### src/rtl/td4_datapath.sv
// td4_datapath
// Execution datapath of the TD4 4-bit CPU. Sits directly behind the
// instruction decoder and holds all architectural state: registers A and B,
// the output-port latch, the program counter and the carry flag.
//
// Ports
//   CLK      in   system clock, all state updates on the rising edge
//   RESET    in   synchronous active-high reset, wins over everything
//   CE       in   clock enable; every register holds while low
//   Im       in   immediate field of the current instruction
//   IN       in   external input port
//   LOAD     in   active-low load strobes: [0]=A [1]=B [2]=OUT [3]=PC
//   SELECTA  in   source select, low bit
//   SELECTB  in   source select, high bit
//   OUT      out  output-port latch
//   PC       out  program counter (instruction ROM address)
//   Carry    out  registered carry of the previous enabled instruction
//   RegA     out  register A, for observation
//   RegB     out  register B, for observation
//
// There is no handshake: the decoder presents one instruction per enabled
// cycle and its results are visible after the next rising edge.
module td4_datapath #(
  parameter int WIDTH = 4
) (
  input  logic             CLK,
  input  logic             RESET,
  input  logic             CE,
  input  logic [WIDTH-1:0] Im,
  input  logic [WIDTH-1:0] IN,
  input  logic [3:0]       LOAD,
  input  logic             SELECTA,
  input  logic             SELECTB,
  output logic [WIDTH-1:0] OUT,
  output logic [WIDTH-1:0] PC,
  output logic             Carry,
  output logic [WIDTH-1:0] RegA,
  output logic [WIDTH-1:0] RegB
);

  logic [WIDTH-1:0] reg_a;
  logic [WIDTH-1:0] reg_b;
  logic [WIDTH-1:0] reg_out;
  logic [WIDTH-1:0] reg_pc;
  logic             reg_carry;

  logic [WIDTH-1:0] src;
  logic [WIDTH:0]   total;
  logic [WIDTH-1:0] sum;
  logic             co;

  // Source mux; select 11 feeds zero so "mov reg, imm" is just 0 + Im.
  always_comb begin
    src = '0;
    case ({SELECTB, SELECTA})
      2'b00:   src = reg_a;
      2'b01:   src = reg_b;
      2'b10:   src = IN;
      default: src = '0;
    endcase
  end

  // One extra bit holds the carry-out; sum wraps modulo 2^WIDTH.
  assign total = {1'b0, src} + {1'b0, Im};
  assign sum   = total[WIDTH-1:0];
  assign co    = total[WIDTH];

  always_ff @(posedge CLK) begin
    if (RESET) begin
      reg_a     <= '0;
      reg_b     <= '0;
      reg_out   <= '0;
      reg_pc    <= '0;
      reg_carry <= 1'b0;
    end else if (CE) begin
      if (!LOAD[0]) reg_a   <= sum;
      if (!LOAD[1]) reg_b   <= sum;
      if (!LOAD[2]) reg_out <= sum;
      // A jump replaces the increment; otherwise PC free-runs and wraps.
      if (!LOAD[3]) reg_pc  <= sum;
      else          reg_pc  <= reg_pc + WIDTH'(1);
      // Carry follows every enabled addition, so any non-overflowing
      // instruction clears it.
      reg_carry <= co;
    end
  end

  assign OUT   = reg_out;
  assign PC    = reg_pc;
  assign Carry = reg_carry;
  assign RegA  = reg_a;
  assign RegB  = reg_b;

endmodule

### config.mk
export PLATFORM = sky130hd
export DESIGN_NAME = td4_datapath
export DESIGN_NICKNAME = d
export VERILOG_FILES = /design/src/rtl/td4_datapath.sv
export SDC_FILE = /design/constraint.sdc
export NUM_CORES = 1
export LEC_CHECK = 0
export BUFFER_PORTS_ARGS = -buffer_cell sky130_fd_sc_hd__buf_4
export CORE_UTILIZATION = 45
export CTS_CLUSTER_SIZE = 16
export DETAILED_ROUTE_END_ITERATION = 16
export GPL_TIMING_DRIVEN = 0
export PLACE_DENSITY_LB_ADDON = 0.05
export SLEW_MARGIN = 20
export SYNTH_ARGS = -nofsm -noshare
export SYNTH_HDL_FRONTEND = slang
export SYNTH_SLANG_ARGS = --single-unit
### constraint.sdc
create_clock -name CLK -period 4.9 [get_ports CLK]
set_clock_uncertainty 0.15 [all_clocks]
set_input_delay 0.245 -clock CLK [delete_from_list [all_inputs] [get_ports CLK]]
set_output_delay 0.245 -clock CLK [all_outputs]
set_load 0.05 [all_outputs]
==> out/results.env <==
OUTCOME='complete, no violations'
CLOCK_TREE.BUFFER_DEPTH=2
GRT_ANTENNA_BEFORE_REPAIR=0
DRCVIOLATIONCOUNT=0
YS_WARN_COUNT=0
GR-TOTAL-OVERFLOW=0
TIMING.RR.START='RegB[0]'
CP.REQUIRED_NS=4.98
DP_WORST_SETUP_SLACK_NS=2.43
SYNTH.TOP_CELL.AREA_SHARE_PCT=36.2
MAXCAPVIOLATIONS=0
TIMING.HOLD.WS_NS=0.132
VDD_IR_DROP_MAX_uV=185
TIMING.MAX_SLEW.REL_SLACK_PCT=65.4
FINALNONFILLERCELLS=168
TIMING.FINAL.CRIT_SHARE_PCT=46.3
CP_MAX_FO=4
TIMING.FINAL.HOLD_VIOLATIONS=0
WORSTREGTOREGCELLS=9
HOLD_START='LOAD[3]'
WORST_HOLD_PATH_TYPE='primary input to flop'
CTS-RESIZED-GATES=0
AREA_OVERHEAD_OF_THE_LAYOUT_RELATIVE_TO_SYNTHESIS_PCT=31.2
CLOCK-ROOT-BUFFER='clkbuf_4'
POWER.LEAKAGE_nW=0.553
TRITONCTS.NUM_BUFFERS=3
WORST-PATH-STAGES=9
VIA_COUNT_OF_THE_FIRST_GLOBAL_ROUTING_PASS=791
MET3WIRELENGTH_UM=72
SYNTH-SEQ-AREA-SHARE_PCT=36.2
NETLIST_AREA_UM2=941
DRV_SLEW=0
VIAS_PER_CELL=5.14
CPPEAKSTAGEDELAY_NS=0.45
START_UTIL_PCT=48.0
WORST_SETUP_PATH_STARTPOINT='RegB[0]'
WORST_SETUP_EP_TYPE='flop'
POSTROUTEANTENNANETS=0
IOS=34
REGISTER_BIT_COUNT_REPORTED_BY_YOSYS=17
DETAILROUTE.VIA_COUNT=863
DPL.CELL_COUNT=164
MAXUSEDROUTINGLAYER='met4'
DIE_Y_UM=47.7
FP.DIEW_UM=47.7
GLOBAL_ROUTE_WIRE_LENGTH_BEFORE_REPAIR_UM=3380
WORST_SETUP_PATH_START_KIND='flop'
YOSYSTOPAREACELL='dfxtp_1'
FINALWEIGHTEDCONGESTION=0.794
SYN_INST=106
CRIT_BUF_INV=1
CTS_HTREE_LEVELS=1
LAYOUT-DRIVE-GT1-SHARE_PCT=34.0
CLK_LATENCY_NS=0.29
CTS-HOLD-FIX-BUFFERS=0
LAYOUT.CORE_UTILIZATION_PCT=62.9
GRT_MAX_DEGREE=11
CRITPATHTOPFAMILY='adder cells'
CP_SLOWEST_CELL='xnor2_1'
INITIALDRTVIOLATIONCOUNT=10
REPORT.FINAL.SETUP_VIOL=0
DETAILED_PLACEMENT_HPWL_UM=1740
CTS_TREE='built'
PERIOD_NEEDED_NS=2.27
CORE_MM2=0.00196
WL_MET1_UM=995
TIGHTEST_SLEW_NS=0.515
GRT_USAGE_PCT=22.0
ROUTE.FINAL.WIRE_LENGTH_UM=2230
YOSYS-TOP-CELLS-AREA='dfxtp_1 (36%), mux2i_1 (11%), ha_1 (6.6%)'
SETUP.WORST_PATH.END='PC[2]'
CTS_SETUP_BUFFERS=0
ANTENNADIODECOUNT=0
DETAILEDROUTE.FIRSTPASSITERATIONCOUNT=4
CTS_SINKS=17
LAYOUT.NETS=165
RR_ENDPOINT='PC[2]'
DR_WL_MET2_UM=1130
STD_CELL_ROWS=16
CRITICAL_PATH_ARRIVAL_NS=2.35
SETUP.REG_TO_REG.WORST_SLACK_NS=2.63
POST-ROUTE-WORST-SETUP-SLACK_NS=2.63
YOSYS.CELL_TYPES.COUNT=31
SYNTHESIS.AREA_PER_INSTANCE_UM2=8.88
CLK_PIN_SLEW_NS=0.10
RSZ_0062_RAISED_AFTER_GLOBAL_ROUTING='no'
CRITICALPATHCATEGORY='flop to flop'
CRITICAL_PATH.CELL_CHAIN='mux2i_1 -> o21ai_1 -> ha_1 -> inv_1 -> fa_1 -> xnor2_1 -> o2bb2ai_1 -> a22oi_1 -> nor2_1'
MAXCLOCKFREQUENCY_GHz=0.441
NUMBER_OF_CELLS_TRAVERSED_BY_THE_WORST_HOLD_PATH=3
FINAL.FILL_COUNT=196
BUFFER_PORTS.INSERTED=31
SYNTH.NET_COUNT=129
WL_PER_CELL_UM=13.3
POWER_DENSITY_mW_PER_MM2=288
TNS_NS=0
DIE-AREA_MM2=0.00228
registers in the layout, summed over array words and instances (netlist names):
register	cells
Carry	1
RegA	4
OUT	4
PC	4
RegB	4
worst register-to-register path, delay by kind of cell, from the launching register on:
| family | cells | cell delay (ns) |
|---|---|---|
| AO/OA/AOI/OAI | 3 | 0.42 |
| buffers and inverters | 1 | 0.06 |
| flip-flops | 1 | 0.36 |
| AND/OR/NAND/NOR | 1 | 0.08 |
| XOR/XNOR | 1 | 0.45 |
| adder cells (fa/ha/maj) | 2 | 0.60 |
| multiplexers | 1 | 0.10 |
per-layer routing:
metal / vias up / track usage (%)
met4: 0 / 10.0
met3: 4 / 3.77
met1: 400 / 26.8
met5: - / 0
li1: 440 / -
met2: 19 / 37.8
cell families (layout without fill, tap and decap cells):
group / Yosys count / after routing / share of synthesized area, %
multiplexers: 10 / 10 / 10.6
flip-flops: 17 / 17 / 36.2
AO/OA/AOI/OAI: 22 / 22 / 15.4
adder cells (fa/ha/maj): 6 / 6 / 8.78
AND/OR/NAND/NOR: 38 / 38 / 22.6
buffers and inverters: 12 / 47 / 5.45
XOR/XNOR: 1 / 1 / 0.931
through the flow:
step	power, mW	cell area [um2]
after floorplan	0.243	941
after global placement	0.281	1210
after detailed placement	0.284	1210
after CTS	0.359	1230
after global routing	0.376	1230
final	0.356	1230
area by class of cell:
cell class              instances  area, um2  share of cell area [%]
flip-flops and latches         17        340                    27.6
clock inverters                 1       5.00                   0.405
well taps                      27       33.8                    2.74
multi-input cells              77        549                    44.5
inverters                       5       18.8                    1.52
repair buffers                 31        233                    18.8
clock buffers                   3       22.5                    1.82
plain buffers                   7       32.5                    2.63
worst min path at each step:
stage	to
after floorplan	PC[0]
after global placement	OUT[3]
after detailed placement	OUT[3]
after CTS	PC[0]
after global routing	PC[0]
final	PC[0]
cells in the final DEF (no fill, tap or decap), types with 2 or more instances in the layout:
master | Yosys | routed
a211oi_1 | 4 | 4
a21oi_1 | 5 | 5
a311oi_1 | 2 | 2
buf_2 | 5 | 5
buf_4 | 0 | 31
clkbuf_4 | 0 | 3
dfxtp_1 | 17 | 17
ha_1 | 5 | 5
inv_1 | 3 | 3
inv_2 | 2 | 2
mux2i_1 | 10 | 10
nand2_1 | 4 | 4
nand2b_1 | 4 | 4
nand3_1 | 5 | 5
nor2_1 | 14 | 14
nor2b_1 | 6 | 6
o21ai_1 | 4 | 4
where the power goes:
part / internal (mW) / switching [mW]
clock network: 0.0303 / 0.0450
logic: 0.0468 / 0.0773
registers: 0.149 / 0.00816
cells in the mapped netlist:
cell / instances
dfxtp_1: 17
nor2_1: 14
mux2i_1: 10
nor2b_1: 6
a21oi_1: 5
buf_2: 5
ha_1: 5
nand3_1: 5
a211oi_1: 4
nand2_1: 4
nand2b_1: 4
o21ai_1: 4
inv_1: 3
a311oi_1: 2
inv_2: 2
a21o_1: 1
a21oi_2: 1
a22oi_1: 1
a31oi_1: 1
and3_4: 1
buf_1: 1
clkbuf_1: 1
fa_1: 1
nand3b_1: 1
nand4_2: 1
nor4b_2: 1
o21ai_0: 1
o21ai_2: 1
o2bb2ai_1: 1
or3_4: 1
xnor2_1: 1
(Power assumes the default switching activity.)
